### src/rtl/morph_program_engine.sv
// rtl/morph_program_engine.sv - loadable binary-morphology program engine with streamed result
// Runs up to ProgramDepth opcodes on a captured image, then emits the accumulator MSB-first.
module morph_program_engine #(
  parameter int ImageWidth   = 8,
  parameter int ImageHeight  = 4,
  parameter int ProgramDepth = 4,
  parameter int AddrWidth    = 2,
  parameter int WordWidth    = 8
) (
  input  logic                              clk,
  input  logic                              rst,
  input  logic                              prog_we,
  input  logic [AddrWidth-1:0]              prog_addr,
  input  logic [15:0]                       prog_data,
  input  logic [AddrWidth:0]                prog_len,
  input  logic                              start,
  input  logic [ImageWidth*ImageHeight-1:0] image_in,
  output logic                              busy,
  output logic                              done,
  output logic [WordWidth-1:0]              out_data,
  output logic                              out_valid,
  input  logic                              out_ready,
  output logic [ImageWidth*ImageHeight-1:0] result
);

  localparam int NPix     = ImageWidth * ImageHeight;
  localparam int Words    = NPix / WordWidth;
  localparam int KWidth   = (Words > 1) ? $clog2(Words) : 1;
  localparam int IdxWidth = (NPix > 1) ? $clog2(NPix) : 1;
  localparam logic [AddrWidth:0] DepthLen = (AddrWidth + 1)'(ProgramDepth);
  localparam logic [KWidth-1:0]  LastWord = KWidth'(Words - 1);

  typedef enum logic [1:0] {IDLE, EXEC, STREAM} state_e;

  state_e               state_q, state_d;
  logic [15:0]          mem_q [ProgramDepth];
  logic [15:0]          mem_d [ProgramDepth];
  logic [NPix-1:0]      img_q, img_d, acc_q, acc_d;
  logic [AddrWidth-1:0] pc_q, pc_d;
  logic [AddrWidth:0]   len_q, len_d, eff_len;
  logic [KWidth-1:0]    k_q, k_d;
  logic                 done_q, done_d;

  logic [15:0]          op;
  logic [8:0]           el;
  logic [NPix-1:0]      src, dil, ero, morph_res, logic_res;
  logic [WordWidth-1:0] word;
  logic                 nb;
  int                   nr, nc;

  // Neighbourhood evaluation over the whole image; out-of-image neighbours read 0.
  always_comb begin
    op  = mem_q[pc_q];
    el  = op[15:7];
    src = op[3] ? img_q : acc_q;
    dil = '0;
    ero = '1;
    nb  = 1'b0;
    nr  = 0;
    nc  = 0;
    for (int r = 0; r < ImageHeight; r++) begin
      for (int c = 0; c < ImageWidth; c++) begin
        for (int j = 0; j < 9; j++) begin
          if (el[4'(8 - j)]) begin
            nr = r + j / 3 - 1;
            nc = c + j % 3 - 1;
            nb = 1'b0;
            if (nr >= 0 && nr < ImageHeight && nc >= 0 && nc < ImageWidth)
              nb = src[IdxWidth'(NPix - 1 - (nr * ImageWidth + nc))];
            dil[IdxWidth'(NPix - 1 - (r * ImageWidth + c))] =
              dil[IdxWidth'(NPix - 1 - (r * ImageWidth + c))] | nb;
            ero[IdxWidth'(NPix - 1 - (r * ImageWidth + c))] =
              ero[IdxWidth'(NPix - 1 - (r * ImageWidth + c))] & nb;
          end
        end
      end
    end
    case (op[6:4])
      3'b001:  morph_res = dil;
      3'b010:  morph_res = ero;
      3'b011:  morph_res = ~src;
      default: morph_res = src;
    endcase
    case (op[2:0])
      3'b001:  logic_res = acc_q | morph_res;
      3'b010:  logic_res = acc_q & morph_res;
      3'b011:  logic_res = acc_q ^ morph_res;
      3'b100:  logic_res = acc_q & ~morph_res;
      default: logic_res = morph_res;
    endcase
  end

  always_comb begin
    word = '0;
    for (int i = 0; i < Words; i++)
      if (k_q == KWidth'(i)) word = acc_q[NPix - 1 - i * WordWidth -: WordWidth];
  end

  assign eff_len = (prog_len > DepthLen) ? DepthLen : prog_len;

  always_comb begin
    state_d = state_q;
    mem_d   = mem_q;
    img_d   = img_q;
    acc_d   = acc_q;
    pc_d    = pc_q;
    len_d   = len_q;
    k_d     = k_q;
    done_d  = 1'b0;
    case (state_q)
      IDLE: begin
        if (prog_we) mem_d[prog_addr] = prog_data;
        if (start) begin
          img_d   = image_in;
          acc_d   = image_in;
          pc_d    = '0;
          k_d     = '0;
          len_d   = eff_len;
          state_d = (eff_len == '0) ? STREAM : EXEC;
        end
      end
      EXEC: begin
        acc_d = logic_res;
        pc_d  = pc_q + 1'b1;
        if ({1'b0, pc_q} == len_q - 1'b1) begin
          state_d = STREAM;
          k_d     = '0;
        end
      end
      STREAM: begin
        if (out_ready) begin
          if (k_q == LastWord) begin
            state_d = IDLE;
            done_d  = 1'b1;
          end else begin
            k_d = k_q + 1'b1;
          end
        end
      end
      default: state_d = IDLE;
    endcase
  end

  always_ff @(posedge clk or negedge rst) begin
    if (!rst) begin
      state_q <= IDLE;
      for (int i = 0; i < ProgramDepth; i++) mem_q[i] <= '0;
      img_q   <= '0;
      acc_q   <= '0;
      pc_q    <= '0;
      len_q   <= '0;
      k_q     <= '0;
      done_q  <= 1'b0;
    end else begin
      state_q <= state_d;
      mem_q   <= mem_d;
      img_q   <= img_d;
      acc_q   <= acc_d;
      pc_q    <= pc_d;
      len_q   <= len_d;
      k_q     <= k_d;
      done_q  <= done_d;
    end
  end

  assign busy      = (state_q != IDLE);
  assign out_valid = (state_q == STREAM);
  assign out_data  = (state_q == STREAM) ? word : '0;
  assign done      = done_q;
  assign result    = acc_q;

endmodule

### config.mk
export PLATFORM = sky130hd
export DESIGN_NAME = morph_program_engine
export DESIGN_NICKNAME = d
export VERILOG_FILES = /design/src/rtl/morph_program_engine.sv
export SDC_FILE = /design/constraint.sdc
export NUM_CORES = 1
export LEC_CHECK = 0
export BUFFER_PORTS_ARGS = -buffer_cell sky130_fd_sc_hd__buf_2
export CORE_MARGIN = 2
export CORE_UTILIZATION = 30
export CTS_BUF_LIST = sky130_fd_sc_hd__clkbuf_8 sky130_fd_sc_hd__clkbuf_16
export DETAILED_ROUTE_END_ITERATION = 10
export PLACE_DENSITY = 0.53
export RECOVER_POWER = 100
export SLEW_MARGIN = 20
export SYNTH_ARGS = -nofsm -noshare
export SYNTH_HDL_FRONTEND = slang
export SYNTH_SLANG_ARGS = --single-unit
export TNS_END_PERCENT = 30
### constraint.sdc
create_clock -name clk -period 3.7 [get_ports clk]
set_input_delay 1.11 -clock clk [delete_from_list [all_inputs] [get_ports clk]]
set_output_delay 1.11 -clock clk [all_outputs]
set_load 0.05 [all_outputs]
==> summary.txt, run 1 <==
Synth cell types: 46
Status: finished with violations
Commonest cells in the netlist: 149 x nand2_1, 126 x dfrtp_1, 78 x a21oi_1, 78 x mux2i_1, 53 x mux2_2
Number of synthesized register bits: 126
Final Hold Fails: 0
Setup bufs post-CTS: 0
Flop2flop setup slack: 0.39 ns
Crit Path Class: flip-flop to output pin
Final setup TNS: 0 ns
Maxcap violations: 2
Mapped Cells: 874
Largest net degree at the start of global routing: 68
Final Setup Violations: 0
Vias in the first global route: 6618
Core Region: 0.0276 mm²
Hold depth: 2
Synth top area share: 37.6%
Detailed Route WL: 24200 µm
Syn_area_per_cell: 9.59 µm²
Worst rel slew slack: -6.51%
Clk_skew: 0.0172 ns
Htree depth: 4
Hold Path Sink: img_q[27]
Full die area: 0.0293 mm²
Final RePlAce weighted congestion: 0.786
Initial core utilization: 30.3%
Final period util: 95.6%
Num rows: 61
TritonRoute pass-1 iters: 7
IO buf count: 97
Worst Tran Pin Value: 1.60 ns
HP Class: flip-flop to flip-flop
Clock-pin transition on the worst setup and hold timing paths: 0.07 ns
R2r startpoint: pc_q[0]
Clock buffer depth: 2
Area Overhead vs Synth: 15.3%
Avg WL per Cell: 18.2 µm
IO Pins: 101
# diodes: 0
Grt total ovfl: 0
Post-detail-place hpwl: 15900 µm
Seq/Total Area, Yosys: 37.6%
RSZ-0062 raised after global routing: no
Failing checks: capacitance limit, slew limit
Fraction of layout cells with a size suffix above 1: 23.1%
Nets@finish: 1037
Syn Nets: 969
Slew Viols, Final: 35
CP endpoint kind: output pin
CTS tree: yes
Worst hold start: img_q[27]
Most common cell in the netlist: nand2_1
Residual DRC: 0
Gr usage total: 17.2%
Initial antenna violation count: 2
Hold buffers post-CTS: 0
Final min period: 3.54 ns
Crit Reg-Reg Endpoint: result[23]
Vias per inst: 5.06
Via count: 6741
Post-Syn Area: 0.00838 mm²
Startpoint Class: flip-flop
Crit path max fanout: 5
Chip Height: 171 µm
Die width: 171 µm
Inserted Clock Buffers: 17
EDFF count, synth: 0
First-pass GRT wire length: 38500 µm
Critical path arrival: 2.43 ns
Synth area leaders: dfrtp_1 38%, mux2i_1 9.3%, mux2_2 7.1%
CP required: 2.59 ns
# fillers: 2894
Async SR Flop Fraction: 100%
Ys Warns: 0
Post-route ant nets: 0
Leading area contributor after synthesis: dfrtp_1
Clk sink count: 126
Clock Tree Root: clkbuf_16
Worst R2R Path Depth: 10
Worst-Skew Late Latency: 0.43 ns
F_max: 0.283 GHz
Starting DRT DRC Count: 504
Post-synth top flop: dfrtp_1
[repair_timing]
item	CTS	global route
endpoints found under the setup margin	2	6
hold endpoints to repair	0	0
resized for setup	2	4
[through the flow]
step                      area (µm²)  hold slack, ns  worst slack [ns]  util [%]  std cells
after floorplan                 8380           0.445             0.465         -        874
after global placement          9240           0.458             0.425      33.4       1301
after detailed placement        9240           0.462             0.438      33.4       1301
after CTS                       9810           0.478            0.0571      35.5       1333
after global routing            9660           0.495            0.0527      35.0       1333
final                           9660           0.471             0.163      35.0       1333
[registers in the layout, summed over array words and instances (netlist names)]
register  cells
mem_q        52
img_q        32
result       32
len_q         3
k_q           2
pc_q          2
state_q       2
done          1
[kinds of logic after synthesis]
kind of cell / synth area share, %
and+or+nand+nor: 11.2
AOI/OAI and AO/OA: 17.1
muxes: 22.5
DFF: 37.6
buffers and inverters: 5.84
adders and majority gates: 5.53
xor gates and xnor gates: 0.314
[worst max path at each step]
stage	startpoint	to	slack [ns]
2_1_floorplan	k_q[1]	out_data[1]	0.47
3_3_place_gp	k_q[0]	out_data[7]	0.43
3_5_place_dp	k_q[1]	out_data[7]	0.44
4_1_cts	k_q[0]	out_data[1]	0.06
5_1_grt	k_q[0]	out_data[5]	0.05
6_report	k_q[0]	out_data[0]	0.16
[layer usage]
metal	up-vias	routed length, µm	GRT usage [%]
li1	3294	-	-
met1	3267	11600	24.2
met4	4	393	5.49
met5	-	16	0
met2	148	11000	26.3
met3	28	1190	3.63
[layout make-up]
cell class	instances	area, µm²	area share (%)
clock buffer	17	425	4.40
tap	378	473	4.90
sequential	126	3150	32.6
multi-input combinational	636	4710	48.8
inverter	40	150	1.55
clock inverter	15	143	1.48
timing repair buffer	121	604	6.26
[critical path, stage by stage (launching register included)]
cell and delay (ns):
dfrtp_1 0.43, inv_1 0.10, ha_1 0.23, nor2b_4 0.22
a221oi_1 0.13, a211o_1 0.29, a21oi_1 0.27, clkbuf_2 0.34
[cells in the final DEF (no fill, tap or decap), drive strengths merged, types with 3 or more instances in the layout]
cell type,synthesis,layout
a221oi,4,4
clkbuf,48,68
nor2,49,49
o221a,30,30
nand3,3,3
inv,40,51
mux2i,91,91
clkinv,0,3
mux2,54,54
nand2,149,149
o221ai,31,31
mux4,13,13
buf,24,70
dfrtp,126,126
nor2b,6,6
a21oi,78,78
nand2b,10,10
ha,37,37
a211o,4,4
a211oi,8,8
o21ai,46,46
Power of run 1 is not shown: default switching activity piles up to over one toggle a cycle in this logic, so the estimate is an artifact.
==> run 2: changes to the inputs <==
- CORE_UTILIZATION: 30 -> 38
- PLACE_DENSITY: 0.53 -> 0.62
- RECOVER_POWER: 100 -> 25
==> summary.txt, run 2 (synthesis gave the netlist of run 1 again) <==
FF+latch area: 0.00315 mm² (unchanged)
Startpoint Class: flip-flop
TritonRoute pass-1 iters: 5 (-2)
Initial antenna violation count: 1 (-1)
CP max-delay cell: dfrtp_1
Gr usage total: 20.1% (+2.9 points)
Initial core utilization: 38.5% (+8.2 points)
First-pass GRT wire length: 37400 µm (-2.8%)
Nets@finish: 1041 (+0.39%)
Most frequent cells in the layout: 148 x nand2_1, 126 x dfrtp_1, 94 x buf_2
HP Class: flip-flop to flip-flop
Worst Tran Pin Value: 2.16 ns (+0.565 ns)
Crit Path Class: flip-flop to output pin
Clk_skew: 0.0110 ns (-0.00618 ns)
Via count: 6857 (+1.7%)
Critical path buffer and inverter count: 2 (unchanged)
Die width: 152 µm (-11%)
Max reg flops: 52 (unchanged)
Largest net degree at the start of global routing: 85 (+25%)
Critical path arrival: 2.46 ns (+0.03 ns)
Post-detail-place hpwl: 15500 µm (-2.8%)
Area Overhead vs Synth: 16.2%
Status: finished with violations
Num rows: 54 (-11%)
Maxcap violations: 1 (-1)
Worst-Skew Late Latency: 0.43 ns (about the same)
Final period util: 96.5% (+0.96 points)
Vias in the first global route: 6660 (+0.63%)
Clock-pin transition on the worst setup and hold timing paths: 0.06 ns (about the same)
Grt total ovfl: 0 (unchanged)
CTS tree: yes
CP max stage delay: 0.42 ns (about the same)
Critical path origin: k_q[0]
R2r startpoint: pc_q[0]
F_max: 0.280 GHz (-0.99%)
Clock buffer depth: 2 (unchanged)
Fraction of layout cells with a size suffix above 1: 29.2% (+6.1 points)
CTS resizes: 1 (-1)
Clk sink count: 126 (unchanged)
Final Setup Violations: 0 (unchanged)
Final setup TNS: 0 ns (unchanged)
Starting DRT DRC Count: 342 (-32%)
Detailed Route WL: 23000 µm (-5.2%)
Worst rel slew slack: -44.2% (-38 points)
CP endpoint kind: output pin
Hold buffers post-CTS: 0 (unchanged)
RSZ-0062 raised after global routing: no
# diodes: 0 (unchanged)
Final RePlAce weighted congestion: 0.799 (+1.7%)
Worst hold start: img_q[20]
Reg with most FFs: mem_q
CP required: 2.59 ns (about the same)
Commonest non-fill, non-tap cell in the layout: nand2_1
Avg WL per Cell: 18.6 µm (+2.0%)
Final Hold Fails: 0 (unchanged)
Full die area: 0.0233 mm² (-21%)
Slew Viols, Final: 85 (+140%)
Core Region: 0.0218 mm² (-21%)
IO Pins: 101 (unchanged)
Final min period: 3.57 ns (+0.0354 ns)
Inserted Clock Buffers: 17 (unchanged)
Residual DRC: 0 (unchanged)
Critical path, cell by cell: inv_1 > ha_1 > nor2b_2 > a221oi_1 > a211o_1 > a21oi_1 > buf_2
Post-route ant nets: 0 (unchanged)
Vias per inst: 5.53 (+9.4%)
Htree depth: 4 (unchanged)
# fillers: 2072 (-28%)
Multi-input logic area: 0.00477 mm² (+1.2%)
Crit path max fanout: 5 (unchanged)
Setup bufs post-CTS: 0 (unchanged)
CP top delay family: compound AO/OA/AOI/OAI gates
Chip Height: 152 µm (-11%)
Finished Core Util: 44.8% (+9.8 points)
IO buf count: 97 (unchanged)
Clock Tree Root: clkbuf_16
Failing checks: capacitance limit, slew limit
run 2: cell count changes in the layout (fill, tap and decap cells not counted), sizes merged:
cell	previous run	this run
buf	70	122
clkbuf	68	20
clkinv	3	4
clkinvlp	1	0
run 2: cell type report:
cell class,count,area share (%)
multi-input cells,636,49.0
flip-flops and latches,126,32.4
repair buffers,125,7.67
clock buffers,17,4.37
well taps,280,3.60
inverters,40,1.54
clock inverters,15,1.45
run 2: worst reg2reg max path: stages, from the launching register on:
cell,delay (ns)
dfrtp_1,0.48
buf_4,0.20
mux4_2,0.75
mux2i_4,0.31
nand2b_1,0.17
a311oi_1,0.36
nor2_1,0.13
ha_1,0.29
nand2_1,0.06
o21ai_0,0.08
a21oi_1,0.14
o21ai_1,0.09
a221o_1,0.36
run 2: path summary, 6_finish.rpt:
kind,endpoint,slack [ns],cells after the start
setup / recovery,out_data[2],0.13,7
hold / removal,img_q[20],0.48,2
setup reg to reg,result[15],0.18,12
hold reg to reg,img_q[20],0.48,2
max in group asynchronous,len_q[1],1.00,2
min in group asynchronous,img_q[8],0.77,2
run 2: routing by layer:
layer | wire length, µm | global-route usage [%] | up-vias | share of wire [%]
li1 | - | - | 3295 | -
met1 | 10700 | 27.5 | 3338 | 46
met2 | 10700 | 32.0 | 200 | 46
met3 | 1330 | 4.84 | 24 | 5.8
met4 | 307 | 5.60 | 0 | 1.3
met5 | 0 | 0 | - | 0
run 2: metrics by stage:
| stage | instances | area, µm² | hold WS (ns) | worst slack [ns] |
|---|---|---|---|---|
| after floorplan | 874 | 8380 | 0.445 | 0.465 |
| after global routing | 1239 | 9740 | 0.494 | 0.00741 |
| after CTS | 1239 | 9740 | 0.478 | 0.0109 |
| after detailed placement | 1207 | 9170 | 0.463 | 0.193 |
| final | 1239 | 9740 | 0.478 | 0.128 |
| after global placement | 1207 | 9170 | 0.459 | 0.224 |
Power of run 2 is left out for the same reason.
